File: src/rtl/cp0_exc_ctrl.sv
// cp0_exc_ctrl: M-stage CP0 exception/interrupt controller for the P7 MIPS core.
// Arbitrates hardware interrupts against synchronous exceptions, raises the
// flush/redirect request, and owns SR, Cause, EPC and PRId. Fetch redirects to
// HANDLER_PC whenever req is high and to epc_out while an eret sits in M.
module cp0_exc_ctrl #(
  parameter logic [31:0] PRID_VAL = 32'h2023_0007
) (
  input  logic        clk,
  input  logic        reset,
  input  logic        valid_m,
  input  logic [31:0] pc_m,
  input  logic        bd_m,
  input  logic [4:0]  exc_code_m,
  input  logic        eret_m,
  input  logic        we_m,
  input  logic [4:0]  cp0_addr,
  input  logic [31:0] cp0_wdata,
  input  logic [5:0]  hw_int,
  output logic [31:0] cp0_rdata,
  output logic        req,
  output logic [31:0] epc_out,
  output logic        exl_out
);

  localparam logic [4:0] ADDR_SR    = 5'd12;
  localparam logic [4:0] ADDR_CAUSE = 5'd13;
  localparam logic [4:0] ADDR_EPC   = 5'd14;
  localparam logic [4:0] ADDR_PRID  = 5'd15;

  // Architectural state, kept as the live fields only.
  logic [5:0]  sr_im_q,    sr_im_d;
  logic        sr_exl_q,   sr_exl_d;
  logic        sr_ie_q,    sr_ie_d;
  logic        cause_bd_q, cause_bd_d;
  logic [5:0]  cause_ip_q, cause_ip_d;
  logic [4:0]  cause_exc_q, cause_exc_d;
  logic [31:0] epc_q,      epc_d;
  logic        int_pend_q, int_pend_d;

  logic        int_hit;
  logic        int_cond;
  logic        int_take;
  logic        exc_take;
  logic        req_int;
  logic        mtc0_en;
  logic        eret_en;
  logic [31:0] epc_target;

  // Arbitration: the interrupt and exception take conditions, and the request
  // they raise. A latched pending interrupt counts as a live line so a pulse
  // seen only during bubbles is still serviced. Nothing is taken in reset.
  always_comb begin
    int_hit    = |(hw_int & sr_im_q);
    int_cond   = int_hit & sr_ie_q & ~sr_exl_q;
    int_take   = valid_m & sr_ie_q & ~sr_exl_q & (int_hit | int_pend_q) & ~reset;
    exc_take   = valid_m & ~sr_exl_q & (exc_code_m != 5'd0) & ~reset;
    req_int    = int_take | exc_take;
    mtc0_en    = we_m & valid_m & ~req_int;
    eret_en    = eret_m & valid_m & ~req_int;
    epc_target = (bd_m ? (pc_m - 32'd4) : pc_m) & 32'hFFFF_FFFC;
  end

  // Next-state for all CP0 registers: a request overrides mtc0 and eret, and
  // Cause.IP tracks the interrupt lines on every edge.
  always_comb begin
    sr_im_d     = sr_im_q;
    sr_exl_d    = sr_exl_q;
    sr_ie_d     = sr_ie_q;
    cause_bd_d  = cause_bd_q;
    cause_ip_d  = hw_int;
    cause_exc_d = cause_exc_q;
    epc_d       = epc_q;
    int_pend_d  = int_pend_q;

    if (req_int) begin
      sr_exl_d    = 1'b1;
      cause_bd_d  = bd_m;
      cause_exc_d = int_take ? 5'd0 : exc_code_m;
      epc_d       = epc_target;
    end else begin
      if (mtc0_en) begin
        case (cp0_addr)
          ADDR_SR: begin
            sr_im_d  = cp0_wdata[15:10];
            sr_exl_d = cp0_wdata[1];
            sr_ie_d  = cp0_wdata[0];
          end
          ADDR_EPC: epc_d = cp0_wdata & 32'hFFFF_FFFC;
          default: ;
        endcase
      end
      if (eret_en) begin
        sr_exl_d = 1'b0;
      end
    end

    if (req_int || !sr_ie_q || sr_exl_q) begin
      int_pend_d = 1'b0;
    end else if (int_cond && !valid_m) begin
      int_pend_d = 1'b1;
    end
  end

  // State register; reset clears everything immediately, including EXL.
  always_ff @(posedge clk or posedge reset) begin
    if (reset) begin
      sr_im_q     <= 6'd0;
      sr_exl_q    <= 1'b0;
      sr_ie_q     <= 1'b0;
      cause_bd_q  <= 1'b0;
      cause_ip_q  <= 6'd0;
      cause_exc_q <= 5'd0;
      epc_q       <= 32'd0;
      int_pend_q  <= 1'b0;
    end else begin
      sr_im_q     <= sr_im_d;
      sr_exl_q    <= sr_exl_d;
      sr_ie_q     <= sr_ie_d;
      cause_bd_q  <= cause_bd_d;
      cause_ip_q  <= cause_ip_d;
      cause_exc_q <= cause_exc_d;
      epc_q       <= epc_d;
      int_pend_q  <= int_pend_d;
    end
  end

  // mfc0 read mux: pre-edge register values, unused bits read as zero.
  always_comb begin
    cp0_rdata = 32'd0;
    case (cp0_addr)
      ADDR_SR:    cp0_rdata = {16'd0, sr_im_q, 8'd0, sr_exl_q, sr_ie_q};
      ADDR_CAUSE: cp0_rdata = {cause_bd_q, 15'd0, cause_ip_q, 3'd0, cause_exc_q, 2'd0};
      ADDR_EPC:   cp0_rdata = epc_q;
      ADDR_PRID:  cp0_rdata = PRID_VAL;
      default:    cp0_rdata = 32'd0;
    endcase
  end

  assign req     = req_int;
  assign epc_out = epc_q;
  assign exl_out = sr_exl_q;

endmodule

File: config.mk
export PLATFORM = sky130hd
export DESIGN_NAME = cp0_exc_ctrl
export DESIGN_NICKNAME = d
export VERILOG_FILES = /design/src/rtl/cp0_exc_ctrl.sv
export SDC_FILE = /design/constraint.sdc
export NUM_CORES = 1
export LEC_CHECK = 0
export BUFFER_PORTS_ARGS = -buffer_cell sky130_fd_sc_hd__buf_2
export CAP_MARGIN = 5
export CORE_MARGIN = 2
export CORE_UTILIZATION = 51
export CTS_BUF_LIST = sky130_fd_sc_hd__clkbuf_16
export DETAILED_ROUTE_END_ITERATION = 12
export PLACE_DENSITY = 0.9
export SYNTH_ARGS = -nofsm -noshare
export SYNTH_HDL_FRONTEND = slang
export SYNTH_SLANG_ARGS = --single-unit
export TNS_END_PERCENT = 1
File: constraint.sdc
create_clock -name clk -period 4.2 [get_ports clk]
set_input_delay 0.21 -clock clk [delete_from_list [all_inputs] [get_ports clk]]
set_output_delay 0.21 -clock clk [all_outputs]
set_load 0.03 [all_outputs]
; ---- Word level (Yosys, flattened, before mapping)
; Cells that the tools add are included.
[op_classes]
addsub = 1
eq_ne = 4
n_mux = 12
n_bitwise = 19
n_reduce_logical = 15
[op_table]
columns = cell, count
row1 = 32-bit 2-to-1 mux, 4
row2 = 32-bit one-hot mux with 4 select lines, 1
row3 = "32-bit by 3-bit subtractor with 32-bit output, second input constant", 1
row4 = "5-bit by 4-bit == test with 1-bit output, second input constant", 4
row5 = 1-bit bitwise AND, 13
row6 = 6-bit bitwise AND, 1
row7 = 1-bit 2-to-1 mux, 6
row8 = 2-bit nonzero test, 3
row9 = 3-bit nonzero test, 2
row10 = 6-bit OR reduction, 1
row11 = 5-bit 2-to-1 mux, 1
row12 = 5-bit nonzero test, 1
row13 = 2-bit AND reduction, 2
row14 = 1-bit inverter, 3
row15 = 3-bit AND reduction, 1
row16 = 1-bit logical NOT, 2
row17 = 1-bit logical OR, 2
row18 = 1-bit OR, 2
row19 = 1-bit logical AND, 1
[totals]
regBits = 53
in_bits = 86
out_inout_bits = 66
elab_cells = 59

; ---- Logic depth before layout (Yosys ltp)
; Gate-level depths: netlist of run 1.
[depth]
depth_word = 11
mapped_depth = 8

; ---- Worst setup path before layout of run 1
; No wires, ideal clock.
[synth_timing]
path_type = reg2reg
start = register sr_exl_q, in the netlist exl_out
end = register epc_q[11], in the netlist epc_out[11]
setup_time_ns = 0.134
arrival_ns = 1.939
slack_ns = 2.127
stages_incl_launch_ff = 8
path_cell_list = dfrtp_1 -> nor3b_1 -> o21ai_2 -> o21a_1 -> buf_6 -> inv_1 -> buf_2 -> o21ai_0
[synth_via]
elab_chain_cells = 9
word_cells_on_any_way = 14
classes_between = mux: 1 / bitwise: 10 / reduce/logical: 3
[synth_lines]
columns = element, line
row1 = from (decl), 32  ; logic sr_exl_q, sr_exl_d;
row2 = from (signal assigned), 117  ; sr_exl_q <= sr_exl_d;
row3 = 1-bit inverter *, "55, 56"
row4 = "1-bit bitwise AND, on equally long branches (3 in series)", "55, 56"
row5 = 1-bit OR *, 57  ; req_int = int_take | exc_take;
row6 = named net req, 20  ; output logic req,
row7 = 1-bit inverter (no line), n/a
row8 = 1-bit bitwise AND, 58  ; mtc0_en = we_m & valid_m & ~req_int;
row9 = 2-bit nonzero test (no line), n/a
row10 = 2-bit AND reduction (no line), n/a
row11 = to (signal assigned), 122  ; epc_q <= epc_d;
row12 = to (decl), 37  ; logic [31:0] epc_q, epc_d;
; The timed path passes the listed nets; every way through them passes the cells marked *.
; A chain may end at the register's enable or synchronous reset.

; ---- Worst setup path after layout of run 1
[layout_timing]
start = register sr_exl_q, in the netlist exl_out
end = output port req
[layout_via]
elab_chain_cells = 5
word_cells_on_any_way = 8
classes_between = bitwise: 8
[layout_lines]
columns = element, line
row1 = 1-bit inverter *, "55, 56"
row2 = "1-bit bitwise AND, on equally long branches (3 in series)", "55, 56"
row3 = 1-bit OR *, 57
row4 = to (decl), 20
; Mark *: on every way between the ends. The rest lies on a longest branch, timed or not.

==> out/metrics.yaml, run 1 <==
status: "finished clean"
final_layout_size_suffix_gt1_share_pct: 35.5
io_buffers: 147
nNetsFinal: 571
ys_seq_area_share_pct: 39.3
fin_tns_setup_ps: 0
internal_power_mw: 1.04
worstMarginPinSlew_ps: 1090
pre_cts_slack_ps: 1810
clock_skew_ps: 4.62
postCtsHoldBufs: 0
hold_class: "in2reg"
grt_usage_pct: 26.2
netSwitchingPower_mw: 0.666
numCtsBuffers: 5
antennaDiodeCount: 0
r2r-end: "sr_im_q[3]"
synth_area_leaders: "dfrtp_1 39%, mux2i_1 18%, xor2_1 5.7%, nor2_1 5.3%, nand2_1 3.0%"
synth.avg_cell_area_um2: 9.33
initial_core_util_pct: 52.0
synthDistinctLibCells: 41
p_comb_share_pct: 36.3
first_iter_violations: 182
path_class: "reg2out"
drv_cap: 0
grt_max_degree: 52
postRouteAntennaNets: 0
power_frac_seq_pct: 41.5
fin_cells: 562
cts_sinks: 51
design_area_mm2: 0.00413
async_flop_share_pct: 100
fmax_ghz: 0.393
core-area_mm2: 0.00624
clk_pin_slew_ps: 60
die_area_mm2: 0.00702
synth_top_cell_by_area: "dfrtp_1"
synth_edf_count: 0
area_delta_synth_final_pct: 27.1
r2r_start: "exl_out"
die-height_um: 83.8
rows: 29
cts.root.buffer_cell: "clkbuf_16"
avgViaCountPerCell: 5.47
finalCritPeriodShare_pct: 60.6
antenna_found_initial: 0
finalPower_mw: 1.71
ys_ff_latch: 51
utilization_pct: 66.1
wl_per_cell_um: 16.3
power_density_mw_per_mm2: 414
rsz0062_at_grt: "no"
critPathRequiredTime_ps: 3990
finalWirelength_mm: 9.16
dr_total_vias: 3072
synth_flop_cell: "dfrtp_1"
grt_pass1_vias: 3126
synth_top_area_share_pct: 39.3
hold_viol: 0
postCtsSetupRepairBufs: 0
dp_hpwl_mm: 7.03
use_met1_pct: 33.9
setup_viol_count_final: 0
crit_arrival_ps: 2340
syn_area_mm2: 0.00325
clk_latency_ps: 280
grt_first_pass_wirelength_mm: 14.9
rr_worst_depth: 6
switching_share_pct: 39.0
finalCriticalPeriod_ps: 2550
startpoint: "exl_out"
place_area_mm2: 0.00399
io_pins: 152
fin_ws_ps: 1650
ctsResizeCount: 0
cts_tree: "done"
p_leak_nw: 2.08
clock_path_buffers: 2
whs_ps: 53.2
crit_path_end_kind: "output port"
p_clk_share_pct: 22.2
grtUsageMet2_pct: 44.7
cts.htree.levels: 2
relSlewSlack_pct: 27.3
busiest_layer: "met2"
endpoint: "req"
drv_slew: 0
use_met3_pct: 5.54
crit_fanout: 13
drc: 0
rrSetupSlack_ps: 1820
gp_congestion: 0.892
die_w_um: 83.8
drt_first_pass_iters: 5
syn_inst: 348
startpoint_type: "register"
irDropWorstVdd_v: 0.000316
grt-ovfl-total: 0
ys_warn_count: 0
dp.cells: 554
cells in the final DEF, fill, tap and decap left out, types with 7 or more instances in the layout:
master and instances:
xnor2_1 7, a21oi_1 18, xor2_1 21, nor2_1 46
buf_2 147, nand2_1 26, o21ai_0 8, nor3_1 9
dfrtp_1 51, nand4_1 7, mux2_2 7, and3_1 14
a22oi_1 8, mux2i_1 58
state kept, by name (all words and copies together), names as in the netlist:
register and count:
cause_exc_q 5, sr_ie_q 1, exl_out 1, int_pend_q 1
epc_out 30, sr_im_q 6, cause_ip_q 6, cause_bd_q 1
cell usage after synthesis (all sizes together) (2+ instances only):
library cell / n
or3: 6
nand3b: 2
a22oi: 8
nor3: 9
or4: 5
nand4: 7
a21oi: 18
nand2: 26
xor2: 21
nor2b: 2
mux2i: 58
nor2: 47
clkbuf: 12
o21ai: 9
nand3: 3
buf: 10
or2: 3
dfrtp: 51
inv: 5
xnor2: 7
and3: 14
nor4: 6
mux2: 7
worst max-delay path: stages, from the launching register on:
cell	delay (ps)
dfrtp_1	430
nor3b_1	630
o21ai_2	220
o21a_1	170
inv_1	320
buf_2	280
worst min path at each step:
stage               startpoint            end  slack [ps]  cells after the start
global route         hw_int[4]  cause_ip_q[4]          40                      1
finish               hw_int[1]  cause_ip_q[1]          50                      1
floorplan            hw_int[0]  cause_ip_q[0]         240                      0
CTS                  hw_int[1]  cause_ip_q[1]          50                      1
global placement     hw_int[5]  cause_ip_q[5]         330                      1
detailed placement   hw_int[1]  cause_ip_q[1]         340                      1
logic make-up after synthesis:
group           share of synthesized area, %
mux                                     20.3
fa+ha+maj                              0.385
xor+xnor                                7.55
buf+inv                                 4.24
other cells                            0.115
flops                                   39.3
simple gates                            20.7
compound gates                          7.44
per-layer routing:
| metal | wire, µm | part of all wire, % |
|---|---|---|
| met1 | 3880 | 42 |
| met5 | 0 | 0 |
| met3 | 647 | 7.1 |
| met2 | 4530 | 49 |
| met4 | 110 | 1.2 |
power groups by stage:
stage	sequential [mW]	clock (mW)	combinational, mW
2_1_floorplan	0.879	0	0.234
3_3_place_gp	0.710	0	0.607
6_report	0.709	0.380	0.620
3_5_place_dp	0.714	0	0.624
5_1_grt	0.728	0.411	0.667
4_1_cts	0.708	0.387	0.623
cell type report:
class,count,area [µm²]
well taps,77,96.3
multi-input cells,271,1840
repair buffers,150,758
flip-flops and latches,51,1280
clock buffers,5,125
inverters,5,18.8
fillers,533,2120
clock inverters,3,12.5
Note: power is estimated with default switching activity, not from simulation.
==> inputs of run 2 (changes only) <==
--- a/config.mk
+++ b/config.mk
@@ -8,10 +8,10 @@
 export BUFFER_PORTS_ARGS = -buffer_cell sky130_fd_sc_hd__buf_2
 export CAP_MARGIN = 5
 export CORE_MARGIN = 2
-export CORE_UTILIZATION = 51
+export CORE_UTILIZATION = 43
 export CTS_BUF_LIST = sky130_fd_sc_hd__clkbuf_16
 export DETAILED_ROUTE_END_ITERATION = 12
-export PLACE_DENSITY = 0.9
+export PLACE_DENSITY = 0.81
 export SYNTH_ARGS = -nofsm -noshare
 export SYNTH_HDL_FRONTEND = slang
 export SYNTH_SLANG_ARGS = --single-unit
==> constraint.sdc (replaced) <==
create_clock -name clk -period 2 [get_ports clk]
set_input_delay 0.1 -clock clk [delete_from_list [all_inputs] [get_ports clk]]
set_output_delay 0.1 -clock clk [all_outputs]
set_load 0.03 [all_outputs]
==> run 2 against run 1 <==
Via count up 5.0%. Critical path depth grew 1. Critical path type is now reg2reg. Total power is 120% higher. Clock skew rose by 1.7 ps. Utilization down 5.4 points. Setup slack lost 1600 ps. Highest routed layer unchanged. Flip-flop and latch count unchanged.
==> out/metrics.yaml, run 2 (same netlist as run 1, synthesis figures left out) <==
crit_arrival_ps: 2130  # was 2340 ps
crit_path_end_kind: "register"  # was output port
netSwitchingPower_mw: 1.44  # was 0.666 mW
clk_pin_slew_ps: 70  # was 60 ps
finalCritPeriodShare_pct: 98.4
io_pins: 152  # unchanged
final_common_cell: "buf_2"  # unchanged
nNetsFinal: 595  # was 571
grt_max_degree: 32  # was 52
drc: 0  # unchanged
relSlewSlack_pct: 62.7  # was 27.3%
p_comb_share_pct: 37.1  # was 36.3%
postRouteAntennaNets: 0  # unchanged
numCtsBuffers: 5  # unchanged
wl_per_cell_um: 16.4  # was 16.3 µm
finalCriticalPeriod_ps: 1970
hold_viol: 0  # unchanged
crit_fanout: 7  # was 13
p_clk_share_pct: 22.7  # was 22.2%
critPathRequiredTime_ps: 2170  # was 3990 ps
fmax_ghz: 0.508
setup_viol_count_final: 0  # unchanged
power_frac_seq_pct: 40.2  # was 41.5%
antennaDiodeCount: 0  # unchanged
avgViaCountPerCell: 5.31  # was 5.47
cts.htree.levels: 2  # unchanged
clk_latency_ps: 280  # about the same
cts.root.buffer_cell: "clkbuf_16"  # unchanged
dr_total_vias: 3226  # was 3,072
cts_sinks: 51  # unchanged
drt_first_pass_iters: 4  # was 5
utilization_pct: 60.7  # was 66.1%
path_class: "reg2reg"  # was reg2out
internal_power_mw: 2.24  # was 1.04 mW
fin_tns_setup_ps: 0  # unchanged
drv_slew: 0  # unchanged
grt_pass1_vias: 3252  # was 3,126
switching_share_pct: 39.0  # about the same
worstMarginPinSlew_ps: 558  # was 1090 ps
irDropWorstVdd_v: 0.000386  # was 0.000316 V
final_cell_mix: "145 x buf_2, 58 x mux2i_1, 51 x dfrtp_1, 46 x nor2_1, 26 x nand2_1"  # was 147 x buf_2, 58 x mux2i_1, 51 x dfrtp_1, 46 x nor2_1, 26 x nand2_1
area_delta_synth_final_pct: 36.3  # was 27.1%
first_iter_violations: 91  # was 182
dp_hpwl_mm: 7.64  # was 7.03 mm
cts_tree: "done"  # unchanged
grt_usage_pct: 23.6  # was 26.2%
clock_path_buffers: 2  # unchanged
grt-ovfl-total: 0  # unchanged
status: "finished clean"  # unchanged
whs_ps: 61.9  # was 53.2 ps
fill_cells: 661  # was 533
antenna_found_initial: 0  # unchanged
drv_cap: 0  # unchanged
rsz0062_at_grt: "yes"  # was no
grt_first_pass_wirelength_mm: 15.8  # was 14.9 mm
final_layout_size_suffix_gt1_share_pct: 38.1  # was 35.5%
core-area_mm2: 0.00729  # was 0.00624 mm²
initial_core_util_pct: 44.5  # was 52.0%
power_density_mw_per_mm2: 832  # was 414 mW/mm²
finalPower_mw: 3.68  # was 1.71 mW
rows: 31  # was 29
die_area_mm2: 0.00826  # was 0.00702 mm²
finalWirelength_mm: 9.95  # was 9.16 mm
gp_congestion: 0.938  # was 0.892
p_leak_nw: 2.20  # was 2.08 nW
largest_reg_flops: 30  # unchanged
die-height_um: 90.9  # was 83.8 µm
clock_skew_ps: 6.30  # was 4.62 ps
startpoint_type: "register"  # unchanged
die_w_um: 90.9  # was 83.8 µm
io_buffers: 147  # unchanged
hold_class: "in2reg"  # unchanged
[run 2: cell types whose count changed in the layout (fill, tap and decap cells not counted), sizes merged]
cell / delta
buf: +17
dlygate4sd3: +7
clkinvlp: +2
inv: -2
[run 2: layout make-up]
cell class              count  area, µm²  share of cell area, %
multi-input cells         271       1880                   42.4
flip-flops and latches     51       1280                   28.8
clock inverters             3       20.0                  0.452
inverters                   5       18.8                  0.424
clock buffers               5        125                   2.83
repair buffers            174        985                   22.3
well taps                  99        124                   2.80
[run 2: power by group through the flow]
stage | logic [mW] | registers [mW] | clock network [mW]
6_report | 1.36 | 1.48 | 0.835
5_1_grt | 1.47 | 1.52 | 0.886
4_1_cts | 1.35 | 1.48 | 0.858
3_5_place_dp | 1.34 | 1.49 | 0
3_3_place_gp | 1.31 | 1.48 | 0
2_1_floorplan | 0.493 | 1.85 | 0
[run 2: timing repair]
item                       CTS  global route
gates resized for setup      1            13
hold buffers                 7             0
pin swaps                    0             4
hold endpoints to repair    29             0
setup endpoints to repair    7            35
buffers inserted             0             2
[run 2: routing by layer]
layer	vias to the layer above	part of all wire (%)	track usage, %
met5	-	0	0
met4	0	1.7	5.68
met3	18	5.8	3.84
met2	128	50	42.3
met1	1541	42	29.7
li1	1539	-	-
[run 2: worst paths after layout]
check | from | to | slack, ps | depth (start not counted)
hold / removal | cp0_wdata[0] | sr_ie_q | 60 | 2
setup / recovery | sr_im_q[1] | sr_im_q[1] | 30 | 6
setup reg to reg | sr_im_q[1] | sr_im_q[1] | 30 | 6
min in group asynchronous | reset | cause_exc_q[0] | 470 | 3
hold reg to reg | cause_bd_q | cause_bd_q | 490 | 2
max in group asynchronous | reset | int_pend_q | 970 | 4
[run 2: critical path, stage by stage (launching register included)]
cell	delay, ps
dfrtp_1	400
a222oi_1	380
a31o_2	250
o21a_2	170
inv_2	60
nor2_4	260
mux2_4	330
[run 2: per-stage QoR]
step	setup slack [ps]	std cells	cell area, µm²
after global routing	-26.7	608	4420
after detailed placement	-34.2	592	4150
after global placement	10.5	592	4150
after CTS	8.83	607	4370
final	31.6	608	4420
after floorplan	108	349	3260
==> inputs of run 3 (changes only) <==
--- a/config.mk
+++ b/config.mk
@@ -12,6 +12,7 @@
 export CTS_BUF_LIST = sky130_fd_sc_hd__clkbuf_16
 export DETAILED_ROUTE_END_ITERATION = 12
 export PLACE_DENSITY = 0.81
+export SETUP_SLACK_MARGIN = 0.5
 export SYNTH_ARGS = -nofsm -noshare
 export SYNTH_HDL_FRONTEND = slang
 export SYNTH_SLANG_ARGS = --single-unit
==> run 3 against run 2 <==
The run now ends with negative hold slack left. First-iteration DRC count is 37% higher. Setup slack improved by 130 ps. Hold slack worse by 120 ps. Clock power grew 31%. Clock skew about the same. Critical path depth is 1 higher. Combinational power hardly changed. Global-route usage is 0.52 points higher. Sequential power barely moved. Utilization is 1.7 points higher. Clock-buffer cell count unchanged. Critical path type unchanged. Largest power group unchanged. Highest routed layer unchanged.
==> out/metrics.yaml, run 3 (same netlist as run 1, synthesis figures left out) <==
status: "complete, but fails checks"  # was finished clean
violations: "negative hold slack"
grt-ovfl-total: 0  # unchanged
grt_usage_pct: 24.1  # was 23.6%
irDropWorstVdd_v: 0.000460  # was 0.000386 V
utilization_pct: 62.4  # was 60.7%
final_common_cell: "buf_2"  # unchanged
worstMarginPinSlew_ps: 562  # was 558 ps
crit_arrival_ps: 2020  # was 2130 ps
fin_tns_setup_ps: 0  # unchanged
r2r_start: "sr_im_q[3]"  # was sr_im_q[1]
final_layout_size_suffix_gt1_share_pct: 39.1  # was 38.1%
fin_ws_ps: 157  # was 31.6 ps
crit_path_end_kind: "register"  # unchanged
drt_first_pass_iters: 4  # unchanged
crit_fanout: 7  # unchanged
area_delta_synth_final_pct: 40.0  # was 36.3%
fmax_ghz: 0.543  # was 0.508 GHz
drc: 0  # unchanged
gp_congestion: 0.879  # was 0.938
die-height_um: 90.9  # unchanged
antennaDiodeCount: 0  # unchanged
crit_chain: "a222oi_1 > a31o_2 > o21a_4 > inv_4 > nor2_4 > buf_12 > mux2_4"  # was a222oi_1 > a31o_2 > o21a_2 > inv_2 > nor2_4 > mux2_4
pre_cts_slack_ps: 83.0  # was -34.2 ps
core-area_mm2: 0.00729  # unchanged
largest_reg_flops: 30  # unchanged
path_class: "reg2reg"  # unchanged
avgViaCountPerCell: 5.29  # was 5.31
setup_viol_count_final: 0  # unchanged
cts_tree: "done"  # unchanged
cts.root.buffer_cell: "clkbuf_16"  # unchanged
dp_hpwl_mm: 7.76  # was 7.64 mm
whs_ps: -62.5  # was 61.9 ps
rsz0062_at_grt: "yes"  # unchanged
grt_first_pass_wirelength_mm: 16.2  # was 15.8 mm
cpMaxStageDelayCell: "dfrtp_1"  # unchanged
relSlewSlack_pct: 62.5  # was 62.7%
drv_cap: 0  # unchanged
numCtsBuffers: 5  # unchanged
drv_slew: 0  # unchanged
design_area_mm2: 0.00455  # was 0.00442 mm²
clk_latency_ps: 290  # was 280 ps
clock_skew_ps: 5.84  # was 6.30 ps
cts_sinks: 51  # unchanged
place_area_mm2: 0.00421  # was 0.00415 mm²
io_buffers: 147  # unchanged
wl_per_cell_um: 16.4  # about the same
io_pins: 152  # unchanged
fill_cells: 632  # was 661
antenna_found_initial: 0  # unchanged
startpoint: "sr_im_q[3]"  # was sr_im_q[1]
first_iter_violations: 125  # was 91
finalWirelength_mm: 10.1  # was 9.95 mm
postRouteAntennaNets: 0  # unchanged
initial_core_util_pct: 44.5  # unchanged
postCtsHoldBufs: 6  # was 7
finalPower_mw: 3.96  # was 3.68 mW
crit_path_max_incr_delay_ps: 400  # about the same
power_density_mw_per_mm2: 871  # was 832 mW/mm²
cts.htree.levels: 2  # unchanged
dr_total_vias: 3251  # was 3,226
finalCriticalPeriod_ps: 1840  # was 1970 ps
min_delay_path_depth: 1  # was 2
fin_cells: 615  # was 608
p_leak_nw: 2.27  # was 2.20 nW
final_cell_mix: "146 x buf_2, 58 x mux2i_1, 51 x dfrtp_1, 46 x nor2_1, 26 x nand2_1"  # was 145 x buf_2, 58 x mux2i_1, 51 x dfrtp_1, 46 x nor2_1, 26 x nand2_1
hold_viol: 1  # was 0
die_area_mm2: 0.00826  # unchanged
die_w_um: 90.9  # unchanged
clock_path_buffers: 2  # unchanged
finalCritPeriodShare_pct: 92.1  # was 98.4%
startpoint_type: "register"  # unchanged
grt_pass1_vias: 3282  # was 3,252
clk_pin_slew_ps: 70  # about the same
hold_class: "in2reg"  # unchanged
nNetsFinal: 602  # was 595
min_from: "hw_int[1]"  # was cp0_wdata[0]
rows: 31  # unchanged
rr_worst_depth: 7  # was 6
grt_max_degree: 29  # was 32
critPathRequiredTime_ps: 2170  # about the same
dp.cells: 594  # was 592
==> run 3: cell types whose count changed in the layout (fill, tap and decap cells not counted), sizes merged <==
| cell | delta |
|---|---|
| buf | +8 |
| bufinv | +2 |
| clkinv | -1 |
| clkinvlp | -2 |
| dlygate4sd3 | -1 |
| inv | +1 |
==> run 3: worst max-delay path, delay by kind of cell (launching register included) <==
| family | cells | cell delay (ps) |
|---|---|---|
| AND/OR/NAND/NOR | 1 | 90 |
| buffers and inverters | 2 | 180 |
| AO/OA/AOI/OAI | 3 | 740 |
| multiplexers | 1 | 300 |
| flip-flops | 1 | 400 |
==> run 3: final timing paths <==
path / end / slack, ps
worst max-delay path: sr_im_q[0] / 160
worst min-delay path: cause_ip_q[1] / -60
worst max register to register: sr_im_q[0] / 160
worst min register to register: cause_bd_q / 480
max in group asynchronous: epc_out[10] / 970
min in group asynchronous: epc_out[7] / 480
==> run 3: timing repair <==
action | 4_1_cts | 5_1_grt
pin swaps | 3 | 5
setup endpoints to repair | 40 | 49
endpoints found under the hold margin | 29 | 1
resized for setup | 3 | 3
buffers inserted | 3 | 4
==> run 3: cell type report <==
type	instances	area (µm²)	area share (%)
timing repair buffer	181	1040	23.0
multi-input combinational	271	1890	41.6
inverter	5	21.3	0.468
clock buffer	5	125	2.75
sequential	51	1280	28.1
clock inverter	3	63.8	1.40
tap	99	124	2.72
==> run 3: metal layers <==
layer  track usage [%]  wire, µm  vias to the layer above
met5                 0         0                        -
met4              4.80        77                        0
met3              4.17       650                        7
met2              43.6      5230                      131
met1              30.3      4120                     1551
li1                  -         -                     1562
==> run 3: where the power goes <==
part	leakage, nW	total, mW	switching [mW]	internal (mW)
Sequential	0.616	1.49	0.201	1.28
Combinational	1.56	1.39	0.874	0.511
Clock	0.0952	1.09	0.376	0.713
Total	2.27	3.96	1.45	2.51
